## src/rtl/cdb_arbiter.sv

```systemverilog
// Common data bus arbiter: picks one finished functional-unit result per cycle and broadcasts it
// one cycle later. Round-robin by default; define CDB_FIXED_PRIO_EN for lowest-index-wins.
module cdb_arbiter #(
  parameter int unsigned NREQ = 4,
  parameter int unsigned TAGW = 4
) (
  input  logic                 clk,
  input  logic                 reset,
  input  logic [NREQ-1:0]      req_valid,
  input  logic [NREQ*TAGW-1:0] req_tag,
  input  logic [NREQ*32-1:0]   req_data,
  output logic [NREQ-1:0]      req_ready,
  input  logic                 cdb_stall,
  input  logic                 flush,
  output logic                 cdb_valid,
  output logic [TAGW-1:0]      cdb_tag,
  output logic [31:0]          cdb_data
);

  localparam int unsigned PtrW = $clog2(NREQ);

  logic [PtrW-1:0] ptr_q, ptr_d;
  logic [PtrW-1:0] start, off, gnt_idx;
  logic [PtrW:0]   sum;
  logic [NREQ-1:0] rot;
  logic            found, xfer;
  logic [TAGW-1:0] sel_tag;
  logic [31:0]     sel_data;
  logic            cdb_valid_q;
  logic [TAGW-1:0] cdb_tag_q;
  logic [31:0]     cdb_data_q;

  // In the fixed-priority build ptr_q never leaves 0, so the scan always starts at index 0.
  assign start = ptr_q;

  // Rotate the request vector so the scan origin sits at bit 0, then find the first set bit.
  always_comb begin
    rot   = NREQ'({req_valid, req_valid} >> start);
    found = 1'b0;
    off   = '0;
    for (int k = NREQ - 1; k >= 0; k--) begin
      if (rot[k]) begin
        found = 1'b1;
        off   = PtrW'(k);
      end
    end
    sum = {1'b0, start} + {1'b0, off};
    if (sum >= (PtrW + 1)'(NREQ)) begin
      sum = sum - (PtrW + 1)'(NREQ);
    end
    gnt_idx = sum[PtrW-1:0];
  end

  always_comb begin
    xfer      = found & ~cdb_stall & ~flush & ~reset;
    req_ready = xfer ? (NREQ'(1) << gnt_idx) : '0;
    sel_tag   = req_tag[gnt_idx*TAGW +: TAGW];
    sel_data  = req_data[gnt_idx*32 +: 32];
  end

  always_comb begin
    ptr_d = ptr_q;
`ifdef CDB_FIXED_PRIO_EN
    ptr_d = '0;
`else
    if (xfer) begin
      ptr_d = (gnt_idx == PtrW'(NREQ - 1)) ? '0 : gnt_idx + PtrW'(1);
    end
`endif
  end

  // Tag 0 means "no producer": accept the result but never put it on the bus.
  always_ff @(posedge clk or posedge reset) begin
    if (reset) begin
      cdb_valid_q <= 1'b0;
      cdb_tag_q   <= '0;
      cdb_data_q  <= '0;
      ptr_q       <= '0;
    end else begin
      cdb_valid_q <= xfer && (sel_tag != '0);
      if (xfer && (sel_tag != '0)) begin
        cdb_tag_q  <= sel_tag;
        cdb_data_q <= sel_data;
      end
      ptr_q <= ptr_d;
    end
  end

  assign cdb_valid = cdb_valid_q;
  assign cdb_tag   = cdb_tag_q;
  assign cdb_data  = cdb_data_q;

endmodule

```

## config.mk

```make
export PLATFORM = sky130hd
export DESIGN_NAME = cdb_arbiter
export DESIGN_NICKNAME = d
export VERILOG_FILES = /design/src/rtl/cdb_arbiter.sv
export SDC_FILE = /design/constraint.sdc
export NUM_CORES = 1
export LEC_CHECK = 0
export BUFFER_PORTS_ARGS = -buffer_cell sky130_fd_sc_hd__clkbuf_2
export CORE_UTILIZATION = 47
export DETAILED_ROUTE_END_ITERATION = 8
export GPL_TIMING_DRIVEN = 0
export PLACE_DENSITY = 0.9
export REMOVE_ABC_BUFFERS = 1
export SETUP_SLACK_MARGIN = 0.02
export SYNTH_ARGS = -nofsm -noshare
export SYNTH_HDL_FRONTEND = slang
export SYNTH_SLANG_ARGS = --single-unit
export TNS_END_PERCENT = 100
```

## constraint.sdc

```tcl
create_clock -name clk -period 5.1 [get_ports clk]
set_clock_uncertainty 0.1 [all_clocks]
set_input_delay 0.51 -clock clk [delete_from_list [all_inputs] [get_ports clk]]
set_output_delay 0.51 -clock clk [all_outputs]
set_load 0.02 [all_outputs]
```

==> flow_metrics.env <==
export IMPL_status="finished, final reports clean"
export IMPL_grt_pass1_vias=2769
export IMPL_io_pins=193
export IMPL_rsz0062_at_grt="false"
export IMPL_synth_area_leaders="mux2i_1 (33%), dfrtp_1 (31%), mux2_4 (10%)"
export IMPL_synth_cell_type_count=38
export IMPL_finalSetupViolCount=0
export IMPL_slew_viol_final=0
export IMPL_drtAntennaViolNets=0
export IMPL_ys_warn_count=0
export IMPL_cp_start_kind="flip-flop"
export IMPL_hold_slack_ns=0.2833
export IMPL_synth_most_common_cell="mux2i_1"
export IMPL_dpl_cell_area_um2=4053
export IMPL_wl_met3_um=523
export IMPL_insertion_delay_ns=0.28
export IMPL_drtIter0Drc=74
export IMPL_synth_top_area_share_pct=33.44
export IMPL_synthesis_area_um2=3113
export IMPL_fp_dieArea_um2=6953
export IMPL_root_buffer="clkbuf_8"
export IMPL_ys_ff_latch=39
export IMPL_htree_levels=2
export IMPL_wirelength_mm=7.255
export IMPL_syn_inst=255
export IMPL_design_area_um2=4134
export IMPL_fillers=535
export IMPL_crit_type="flip-flop to flip-flop"
export IMPL_routedLengthMet1_mm=2.828
export IMPL_drive_gt1_share_pct=56.39
export IMPL_vias_per_cell=5.326
export IMPL_power_density_nw_per_um2=706.4
export IMPL_io_buffers=192
export IMPL_fin_crit_sh_pct=78.16
export IMPL_async_flop_share_pct=100.0
export IMPL_cts_tree="built"
export IMPL_hp_class="input pin to asynchronous set/reset pin"
export IMPL_vdd_drop_max_mv=0.5283
export IMPL_worstMarginPinSlew_ns=0.8045
export IMPL_clock_fmax_mhz=250.9
export IMPL_nNetsFinal=594
export IMPL_maxCapViolations=0
export IMPL_rr_worst_depth=12
export IMPL_endpoint_kind="flip-flop"
export IMPL_gr_total_overflow=0
export IMPL_die_width_um=83.39
export IMPL_antenna_found_initial=0
export IMPL_cts_repair_resized=0
export IMPL_leakagePower_nw=2.301
export IMPL_maxSlewHeadroom_pct=46.29
export IMPL_dpl_hpwl_mm=5.713
export IMPL_synth_top_cell_by_area="mux2i_1"
export IMPL_start_util_pct=48.75
export IMPL_clk_pin_slew_ns=0.07
export IMPL_rows=29
export IMPL_hold_violations=0
export IMPL_cts_setup_buffers=0
export IMPL_crit_fanout=40
export IMPL_ys_flop_type="dfrtp_1"
export IMPL_fin_crit_ns=3.986
export IMPL_dp_cells=507
export IMPL_area_growth_synth_to_final_pct=32.80
export IMPL_vias=2743
export IMPL_ys_seq_area_share_pct=31.35
export IMPL_coreArea_um2=6386
export IMPL_cts_hold_buf=0
export IMPL_power_mw=2.920
export IMPL_wire_per_inst_um=14.09
export IMPL_ys_top_cells_by_count="mux2i_1 (104), dfrtp_1 (39), mux2_4 (21)"
export IMPL_avgSynthCellArea_um2=12.21
export IMPL_top_layer="met4"
export IMPL_numCtsBuffers=5
export IMPL_arrival_ns=4.06
export IMPL_antennaDiodeCount=0
export IMPL_cts_sinks=39
export IMPL_final_cells=515
export IMPL_routabilityCongestion=0.7617
export IMPL_die_y_um=83.39
export IMPL_grt_first_pass_wirelength_mm=11.98
export IMPL_grt_use_total_pct=21.01
export IMPL_firstDrtPassIters=4
export IMPL_grt_max_degree=41
export IMPL_required_ns=5.17
export IMPL_synth_edf_count=0
export IMPL_met2WireLength_mm=3.823
export IMPL_clockBufferDepth=2
export IMPL_drc=0
-- cell type report --
| cell class | instances | area, um2 | area share, % |
|---|---|---|---|
| Clock inverter | 1 | 5.005 | 0.1211 |
| Multi-Input combinational cell | 193 | 1973 | 47.73 |
| Sequential cell | 39 | 975.9 | 23.61 |
| Tap cell | 77 | 96.34 | 2.331 |
| Clock buffer | 7 | 76.32 | 1.846 |
| Inverter | 5 | 26.28 | 0.6356 |
| Timing Repair Buffer | 193 | 980.9 | 23.73 |
-- sequential cells by signal (all words and copies together), names as in the netlist --
name	flops
cdb_tag	4
cdb_valid	1
ptr_q	2
cdb_data	32
-- metrics by stage --
step / utilization, % / setup slack (ns) / setup TNS, ns
floorplan: - / -0.07712 / -1.671
global placement: 62.95 / -0.9387 / -32.89
detailed placement: 63.46 / 0.8974 / 0
CTS: 64.73 / 1.100 / 0
global route: 64.73 / 0.8586 / 0
finish: 64.73 / 1.114 / 0
-- report_power, final --
part | switching, mW | internal, mW
registers | 0.111 | 0.471
logic | 1.08 | 1.06
clock network | 0.105 | 0.0960
-- worst paths after layout --
kind / slack, ns / startpoint / endpoint
worst min-delay path: 0.28 / reset / cdb_tag[1]$_DFFE_PP0P_
worst max register to register: 1.11 / ptr_q[0]$_DFFE_PP0P_ / cdb_data[21]$_DFFE_PP0P_
min in group clk: 0.42 / cdb_data[11]$_DFFE_PP0P_ / cdb_data[11]$_DFFE_PP0P_
max in group asynchronous: 4.09 / reset / cdb_data[19]$_DFFE_PP0P_
worst max-delay path: 1.11 / ptr_q[0]$_DFFE_PP0P_ / cdb_data[21]$_DFFE_PP0P_
worst min register to register: 0.42 / cdb_data[11]$_DFFE_PP0P_ / cdb_data[11]$_DFFE_PP0P_
-- critical path, stage by stage, from the launching register on --
cell      delay (ns)
dfrtp_1         0.53
nor4_1          0.42
a21oi_1         0.10
o211ai_1        0.16
ha_4            0.57
buf_12          0.33
nor3_1          0.10
o211ai_1        0.25
nand3_1         0.14
mux2i_1         0.22
nor2_2          0.09
inv_4           0.41
mux2_2          0.40
-- per-layer routing --
metal / vias to the layer above / global-route usage [%]
met5: - / 0
met3: 9 / 4.970
li1: 1307 / -
met2: 134 / 39.72
met1: 1293 / 23.32
met4: 0 / 5.643
-- placed cells by master (no fill, tap or decap) --
master / synthesis / routed
a2111oi_4: 1 / 1
a21oi_1: 2 / 2
a22o_1: 2 / 2
a22oi_1: 1 / 1
a32oi_4: 1 / 1
and2_1: 4 / 4
and3_1: 1 / 1
buf_12: 3 / 1
clkbuf_1: 6 / 2
clkbuf_2: 0 / 192
clkbuf_8: 0 / 5
clkinv_2: 0 / 1
dfrtp_1: 39 / 39
ha_1: 5 / 4
ha_4: 0 / 1
inv_1: 3 / 2
inv_2: 0 / 1
inv_4: 1 / 1
inv_6: 1 / 1
mux2_2: 15 / 15
mux2_4: 21 / 21
mux2i_1: 104 / 104
mux4_2: 2 / 2
nand2_1: 1 / 1
nand2b_1: 1 / 1
nand3_1: 4 / 4
nor2_1: 10 / 10
nor2_2: 2 / 2
nor3_1: 4 / 4
nor3b_1: 1 / 1
nor4_1: 2 / 2
o211ai_1: 2 / 2
o21ai_0: 1 / 1
o32ai_1: 1 / 1
o32ai_2: 1 / 1
or2b_1: 1 / 1
xnor2_1: 1 / 1
xnor2_2: 1 / 1
xor2_1: 1 / 1
-- cell families after synthesis --
| logic type | count (synthesis) | share of synthesized area [%] |
|---|---|---|
| simple gates | 31 | 5.105 |
| mux | 142 | 50.44 |
| buf+inv | 23 | 5.667 |
| compound gates | 12 | 4.341 |
| flops | 39 | 31.35 |
| fa+ha+maj | 5 | 2.010 |
| xor+xnor | 3 | 1.085 |
(Power assumes the default switching activity.)
